### config.mk
export PLATFORM = sky130hd
export DESIGN_NAME = fifo_rd_ctrl
export DESIGN_NICKNAME = d
export VERILOG_FILES = /design/src/rtl/fifo_pkg.sv /design/src/rtl/sync_2ff.sv /design/src/rtl/fifo_rd_ctrl.sv
export SDC_FILE = /design/constraint.sdc
export NUM_CORES = 1
export LEC_CHECK = 0
export CAP_MARGIN = 20
export CELL_PAD_IN_SITES_DETAIL_PLACEMENT = 2
export CELL_PAD_IN_SITES_GLOBAL_PLACEMENT = 2
export CORE_UTILIZATION = 32
export CTS_CLUSTER_SIZE = 12
export DETAILED_ROUTE_END_ITERATION = 12
export PLACE_DENSITY_LB_ADDON = 0.25
export SYNTH_ARGS = -nofsm -noshare
export SYNTH_HDL_FRONTEND = slang
export SYNTH_HIERARCHICAL = 1
export SYNTH_SLANG_ARGS = --single-unit
### constraint.sdc
create_clock -name clk -period 5.8 [get_ports clk]
set_clock_uncertainty 0.15 [all_clocks]
set_input_delay 1.45 -clock clk [delete_from_list [all_inputs] [get_ports clk]]
set_output_delay 1.45 -clock clk [all_outputs]
set_load 0.01 [all_outputs]
### src/rtl/fifo_pkg.sv
// Shared definitions for the asynchronous FIFO: default geometry, output
// stage state encoding and Gray/binary pointer conversion helpers.
package fifo_pkg;

    localparam int FIFO_DEPTH = 16;
    localparam int FIFO_AW    = $clog2(FIFO_DEPTH);
    localparam int FIFO_PW    = FIFO_AW + 1;

    // Widest pointer the helpers handle; narrower pointers are zero-extended.
    localparam int GRAY_MAX_W = 32;

    typedef enum logic [0:0] {
        RD_IDLE = 1'b0,
        RD_HOLD = 1'b1
    } rd_state_e;

    // Mask keeping only the low 'width' bits of a helper result.
    function automatic logic [GRAY_MAX_W-1:0] width_mask(input int width);
        logic [GRAY_MAX_W-1:0] mask;
        mask = {GRAY_MAX_W{1'b0}};
        for (int i = 0; i < GRAY_MAX_W; i++) begin
            if (i < width) begin
                mask[i] = 1'b1;
            end else begin
                mask[i] = 1'b0;
            end
        end
        return mask;
    endfunction

    // Binary to Gray: each Gray bit is the XOR of neighbouring binary bits.
    function automatic logic [GRAY_MAX_W-1:0] bin2gray(
        input logic [GRAY_MAX_W-1:0] bin,
        input int                    width
    );
        logic [GRAY_MAX_W-1:0] b;
        b = bin & width_mask(width);
        return b ^ {1'b0, b[GRAY_MAX_W-1:1]};
    endfunction

    // Gray to binary: each binary bit is the XOR of all Gray bits at or above it.
    // Bits above 'width' are cleared first so they cannot pollute the prefix XOR.
    function automatic logic [GRAY_MAX_W-1:0] gray2bin(
        input logic [GRAY_MAX_W-1:0] gray,
        input int                    width
    );
        logic [GRAY_MAX_W-1:0] g;
        logic [GRAY_MAX_W-1:0] b;
        g = gray & width_mask(width);
        b = {GRAY_MAX_W{1'b0}};
        b[GRAY_MAX_W-1] = g[GRAY_MAX_W-1];
        for (int i = GRAY_MAX_W - 2; i >= 0; i--) begin
            b[i] = b[i+1] ^ g[i];
        end
        return b;
    endfunction

endpackage

### src/rtl/sync_2ff.sv
// Two-flop synchroniser for a multi-bit Gray-coded bus. The first stage
// samples the asynchronous input directly with no logic in front of it.
module sync_2ff #(
    parameter int width = 1
) (
    input  logic             clk,
    input  logic             rst_n,
    input  logic [width-1:0] d,
    output logic [width-1:0] q
);

    logic [width-1:0] q1_r;
    logic [width-1:0] q2_r;

    // Two back-to-back capture stages to let metastability resolve.
    always_ff @(posedge clk or negedge rst_n) begin
        if (!rst_n) begin
            q1_r <= {width{1'b0}};
            q2_r <= {width{1'b0}};
        end else begin
            q1_r <= d;
            q2_r <= q1_r;
        end
    end

    assign q = q2_r;

endmodule

### src/rtl/fifo_rd_ctrl.sv
// Read-side controller of the asynchronous FIFO. Synchronises the write
// pointer, derives empty and occupancy, drains the RAM into a registered
// valid/ready output stage and exports its Gray read pointer.
module fifo_rd_ctrl
    import fifo_pkg::*;
#(
    parameter int n = FIFO_DEPTH,
    parameter int w = FIFO_AW
) (
    input  logic         clk,
    input  logic         rst_n,
    input  logic [w:0]   wr_ptr_gray,
    output logic [w:0]   rd_ptr_gray,
    output logic [w-1:0] rd_addr,
    input  logic [7:0]   rd_data,
    output logic [7:0]   out_data,
    output logic         out_valid,
    input  logic         out_ready,
    output logic         empty,
    output logic [w:0]   level
);

    // Pointer width: one extra MSB over the address distinguishes full from empty.
    localparam int PW = $clog2(n) + 1;
    localparam logic [PW-1:0] PTR_ONE = {{(PW-1){1'b0}}, 1'b1};

    logic [PW-1:0] wq2_s;
    logic [PW-1:0] wr_bin_s;
    logic [PW-1:0] rd_ptr_bin_nxt_s;
    logic [PW-1:0] rd_ptr_gray_nxt_s;
    logic          empty_s;
    logic          load_s;

    logic [PW-1:0] rd_ptr_bin_r;
    logic [PW-1:0] rd_ptr_gray_r;
    logic [7:0]    out_data_r;
    logic          out_valid_r;
    rd_state_e     state_r;

    sync_2ff #(
        .width (PW)
    ) u_wr_ptr_sync (
        .clk   (clk),
        .rst_n (rst_n),
        .d     (wr_ptr_gray),
        .q     (wq2_s)
    );

    assign wr_bin_s = PW'(gray2bin({{(GRAY_MAX_W-PW){1'b0}}, wq2_s}, PW));

    // Next pointer in both encodings; the Gray form is registered so only one
    // bit ever toggles on the bus seen by the write domain.
    assign rd_ptr_bin_nxt_s  = rd_ptr_bin_r + PTR_ONE;
    assign rd_ptr_gray_nxt_s = PW'(bin2gray({{(GRAY_MAX_W-PW){1'b0}}, rd_ptr_bin_nxt_s}, PW));

    // Equal Gray pointers mean every written word has been pulled out of the RAM.
    assign empty_s = (rd_ptr_gray_r == wq2_s);

    // Pull a new word when one is available and the output register is free
    // or being emptied by the consumer this cycle.
    assign load_s = !empty_s && (!out_valid_r || out_ready);

    // Output stage FSM with pointer advance; a held word stays frozen until accepted.
    always_ff @(posedge clk or negedge rst_n) begin
        if (!rst_n) begin
            state_r       <= RD_IDLE;
            out_valid_r   <= 1'b0;
            out_data_r    <= 8'h00;
            rd_ptr_bin_r  <= {PW{1'b0}};
            rd_ptr_gray_r <= {PW{1'b0}};
        end else begin
            case (state_r)
                RD_IDLE: begin
                    if (load_s) begin
                        state_r       <= RD_HOLD;
                        out_valid_r   <= 1'b1;
                        out_data_r    <= rd_data;
                        rd_ptr_bin_r  <= rd_ptr_bin_nxt_s;
                        rd_ptr_gray_r <= rd_ptr_gray_nxt_s;
                    end else begin
                        state_r     <= RD_IDLE;
                        out_valid_r <= 1'b0;
                    end
                end
                RD_HOLD: begin
                    if (load_s) begin
                        state_r       <= RD_HOLD;
                        out_valid_r   <= 1'b1;
                        out_data_r    <= rd_data;
                        rd_ptr_bin_r  <= rd_ptr_bin_nxt_s;
                        rd_ptr_gray_r <= rd_ptr_gray_nxt_s;
                    end else if (out_ready) begin
                        state_r     <= RD_IDLE;
                        out_valid_r <= 1'b0;
                    end else begin
                        state_r     <= RD_HOLD;
                        out_valid_r <= 1'b1;
                    end
                end
                default: begin
                    state_r     <= RD_IDLE;
                    out_valid_r <= 1'b0;
                end
            endcase
        end
    end

    assign rd_ptr_gray = rd_ptr_gray_r;
    assign rd_addr     = rd_ptr_bin_r[w-1:0];
    assign out_data    = out_data_r;
    assign out_valid   = out_valid_r;
    assign empty       = empty_s;
    assign level       = wr_bin_s - rd_ptr_bin_r;

endmodule

; ---- After elaboration in Yosys (flattened, before gate mapping)
; Cells that the tools add are included.
[word_totals]
ff_bits = 29
word_cells = 26
out_inout_bits = 24
inputBits = 16
[classes]
n_addsub = 2
n_reduce_logical = 4
n_mux = 7
bitwise = 6
n_eq_ne = 1
[op_table]
columns = cell, count
row1 = $mux W5, 2
row2 = $mux W8, 1
row3 = $add A5 B1 Y5 const B, 1
row4 = $eq A5 B5 Y1, 1
row5 = $sub A5 B5 Y5, 1
row6 = $xor A5 B4 Y5, 1
row7 = $xor A1 B1 Y1, 4
row8 = $mux W1, 3
row9 = $logic_not A1 Y1, 2
row10 = $pmux W1 S2, 1
row11 = $logic_and A1 B1 Y1, 1
row12 = $logic_or A1 B1 Y1, 1
row13 = $not A1 Y1, 1

; ---- Depth between registers and ports, before layout
[logic_depth]
depth_word = 5
ltp_mapped = 10
ltp_nobuf = 10

; ---- Hierarchy
; The synthesis kept the hierarchy.
[by_module_without_submodules]
columns = module, cells_per_inst, area_each_um2, instances, seq_area_each_um2
row1 = fifo_rd_ctrl, 90, 1058.5, 1, 450.4
row2 = sync_2ff, 10, 250.2, 1, 250.2

; ---- Worst setup path before layout
; Ideal clock, no wire load.
[synth_timing]
path_type = register to output
from = reg u_wr_ptr_sync.q2_r[4], in the netlist u_wr_ptr_sync/q[4]
to = out level[4]
arrival_time_ns = 2.219
path_buffers = 0
path_stages_with_launch = 11
slack_ns = 1.981
required_ns = 4.200
cell_sequence = dfrtp_1 xor2_1 xnor2_1 xor2_1 xor2_1 ha_1 fa_1 inv_1 a21o_1 a21oi_1 xor2_1
[synth_via]
elab_chain_cells = 5
[synth_lines]
columns = item, line_no
row1 = from (decl), sync_2ff.sv:13  ; logic [width-1:0] q2_r;
row2 = from (signal assigned), sync_2ff.sv:19  ; q2_r <= {width{1'b0}};
row3 = from (signal assigned), sync_2ff.sv:22  ; q2_r <= q1_r;
row4 = $xor A1 B1 Y1 (4 in a row), fifo_pkg.sv:53  ; b[i] = b[i+1] ^ g[i];
row5 = $sub A5 B5 Y5 *, fifo_rd_ctrl.sv:113  ; assign level = wr_bin_s - rd_ptr_bin_r;
row6 = to (decl), fifo_rd_ctrl.sv:20  ; output logic [w:0] level
; Every way passes the cells marked *; elsewhere a longest branch is shown, timed or not.

; ---- Worst setup path in the final report
; Ends and elaborated chain as after synthesis.

==> flow_metrics.env <==
export IMPL_status="complete, no violations"
export IMPL_timing_rr_end="out_data[3]$_DFFE_PN0P_"
export IMPL_track_usage_pct=15.18
export IMPL_crit_arrival_ns=3.20
export IMPL_syn_avg_cell_area_um2=13.09
export IMPL_fin_crit_ns=4.797
export IMPL_drt_pass1_iterations=2
export IMPL_worst_path_most_repeated_cell="xor2_1"
export IMPL_tritoncts="built"
export IMPL_utilization_pct=47.27
export IMPL_required_ns=4.20
export IMPL_irDropWorstVdd_v=0.0001829
export IMPL_path_max_fanout=3
export IMPL_diodes=0
export IMPL_endpoint_kind="primary output"
export IMPL_hp_class="flip-flop to flip-flop"
export IMPL_synth_commonest_cells="dfrtp_1, xnor2_1, mux2_2, inv_1, xor2_1"
export IMPL_fmax_ghz=0.2085
export IMPL_slowest_delay_ns=0.55
export IMPL_path_cells="xor2_1 > xnor2_1 > xor2_1 > xor2_1 > ha_1 > fa_1 > inv_1 > a21o_1 > a21oi_1 > xor2_1 > clkdlybuf4s50_1"
export IMPL_top_level_ports=40
export IMPL_finalPower_w=0.0009881
export IMPL_dpl_cell_area_mm2=0.001724
export IMPL_fin_ws_ns=1.003
export IMPL_start_util_pct=34.45
export IMPL_cts_sinks=28
export IMPL_drc=0
export IMPL_hold_depth=0
export IMPL_maxSlewViolCount=0
export IMPL_place_gp_congestion=0.7274
export IMPL_grt_pass1_wl_mm=4.878
export IMPL_yosysMostFrequentCell="dfrtp_1"
export IMPL_worstHoldStart="u_wr_ptr_sync/q1_r[4]$_DFF_PN0_"
export IMPL_nNetsFinal=164
export IMPL_dieHeight_um=65.95
export IMPL_cts_setup_buffers=0
export IMPL_routed_wl_mm=2.953
export IMPL_grt_pass1_vias=1041
export IMPL_power_density_mw_per_mm2=550.3
export IMPL_synth_cells=100
export IMPL_maxSlewHeadroom_pct=68.16
export IMPL_p_leak_nw=0.7715
export IMPL_yosysWarnings=6
export IMPL_cts_made_buffers=3
export IMPL_die_w_um=65.95
export IMPL_fin_crit_sh_pct=82.70
export IMPL_rsz0062_at_grt="no"
export IMPL_hold_viol_final=0
export IMPL_num_vias=869
export IMPL_rows=22
export IMPL_tns_ns=0
export IMPL_grt_antenna_before_repair=0
export IMPL_grt_ovfl_total=0
export IMPL_syn2layout_area_growth_pct=37.19
export IMPL_holdPathEnd="u_wr_ptr_sync/q[4]$_DFF_PN0_"
export IMPL_setup_viol=0
export IMPL_rr_startpoint="rd_ptr_bin_r[4]$_DFFE_PN0P_"
export IMPL_async_flop_share_pct=100.0
export IMPL_cap_violations=0
export IMPL_post_cts_resized=0
export IMPL_port_buffers=39
export IMPL_cts_hold_buf=0
export IMPL_synth_seq_cells=28
export IMPL_seqCellArea_um2=700.7
export IMPL_path_clk_slew_ns=0.10
export IMPL_h_tree_depth=1
export IMPL_synth_top_area_share_pct=53.54
export IMPL_slowest_stage="clkdlybuf4s50_1"
export IMPL_root_buffer="clkbuf_8"
export IMPL_dieArea_mm2=0.004349
export IMPL_nFillCells=381
export IMPL_synth_edf_count=0
export IMPL_design_area_mm2=0.001795
export IMPL_yosys_top_cells_area="dfrtp_1, mux2_2, xnor2_1"
export IMPL_drive_gt1_share_pct=12.77
export IMPL_postSynthNetCount=122
export IMPL_ys_seq_area_share_pct=53.54
export IMPL_wire_per_inst_um=15.62
export IMPL_synth_area_mm2=0.001309
export IMPL_reg2reg_slack_ns=3.85
export IMPL_dr_first_iter_drc_count=12
export IMPL_path_class="flip-flop to primary output"
export IMPL_synth_largest_area_cell="dfrtp_1"
export IMPL_start_kind="flip-flop"
export IMPL_antenna_left=0
export IMPL_synthDistinctLibCells=22
export IMPL_grt_max_degree=29
export IMPL_via_per_inst=4.598
export IMPL_cts_path_max_buffers=2
export IMPL_hpwl_mm=2.298
export IMPL_rr_worst_depth=3
export IMPL_tightest_slew_ns=0.4775
export IMPL_insertion_delay_ns=0.27
export IMPL_synth_flop_cell="dfrtp_1"
export IMPL_multi_input_area_um2=528.0
export IMPL_core_mm2=0.003799
export IMPL_pre_cts_ws_ns=1.265
-- cell usage in the layout, fill, tap and decap left out, types with 3 or more instances in the layout --
master,count
clkbuf_8,3
a21oi_1,3
xnor2_1,14
mux2_2,11
ha_1,5
dfrtp_1,28
clkdlybuf4s50_1,39
inv_1,10
xor2_1,8
-- how the worst max path moves through the flow --
stage	startpoint	to	slack (ns)
after global placement	u_wr_ptr_sync/q[4]$_DFF_PN0_	level[4]	1.43
after CTS	u_wr_ptr_sync/q[4]$_DFF_PN0_	level[4]	0.93
after detailed placement	u_wr_ptr_sync/q[4]$_DFF_PN0_	level[4]	1.26
after global routing	u_wr_ptr_sync/q[4]$_DFF_PN0_	level[4]	0.75
after floorplan	u_wr_ptr_sync/q[4]$_DFF_PN0_	level[4]	1.98
final	u_wr_ptr_sync/q[4]$_DFF_PN0_	level[4]	1.00
-- metrics by stage --
step / std cells / hold slack (ns)
CTS: 189 / 0.2196
global route: 189 / 0.2253
floorplan: 100 / 0.1812
global placement: 185 / 0.1863
finish: 189 / 0.2146
detailed placement: 185 / 0.1957
-- flip-flops by register name, indices dropped and copies added (netlist names) --
signal and flops:
u_wr_ptr_sync/q 5, rd_ptr_bin_r 5, out_data 8, state_r 1, rd_ptr_gray 4, u_wr_ptr_sync/q1_r 5
-- critical path: cells and delay by family (launching register included) --
kind | cells | cell delay (ns)
AOI/OAI and AO/OA | 2 | 0.34
xor gates and xnor gates | 5 | 1.15
adders and majority gates | 2 | 0.44
DFF | 1 | 0.41
buffers and inverters | 2 | 0.61
-- final cells by class --
class	instances	share of cell area [%]
flip-flops and latches	28	39.02
multi-input cells	59	29.41
inverters	10	2.091
clock inverters	1	1.672
well taps	48	3.345
clock buffers	3	2.300
repair buffers	40	22.16
-- where the power goes --
part	internal, W	total [W]	switching, W
registers	0.000246	0.000310	0.0000638
clock network	0.0000923	0.000152	0.0000601
logic	0.000304	0.000526	0.000222
total	0.000642	0.000988	0.000346
-- logic make-up after synthesis --
| kind of cell | count (synthesis) | share of synthesized area [%] |
|---|---|---|
| AOI/OAI and AO/OA | 10 | 4.780 |
| DFF | 28 | 53.54 |
| muxes | 11 | 9.465 |
| and+or+nand+nor | 10 | 5.067 |
| xor gates and xnor gates | 22 | 14.72 |
| buffers and inverters | 13 | 6.119 |
| adders and majority gates | 6 | 6.310 |
-- per-layer routing --
metal	track usage (%)	wire [um]	vias to the layer above
met2	28.57	1659	28
met4	3.191	0	0
met3	2.414	132	0
met1	17.90	1161	436
li1	-	-	405
met5	0	0	-
Note: power is estimated with default switching activity, not from simulation.
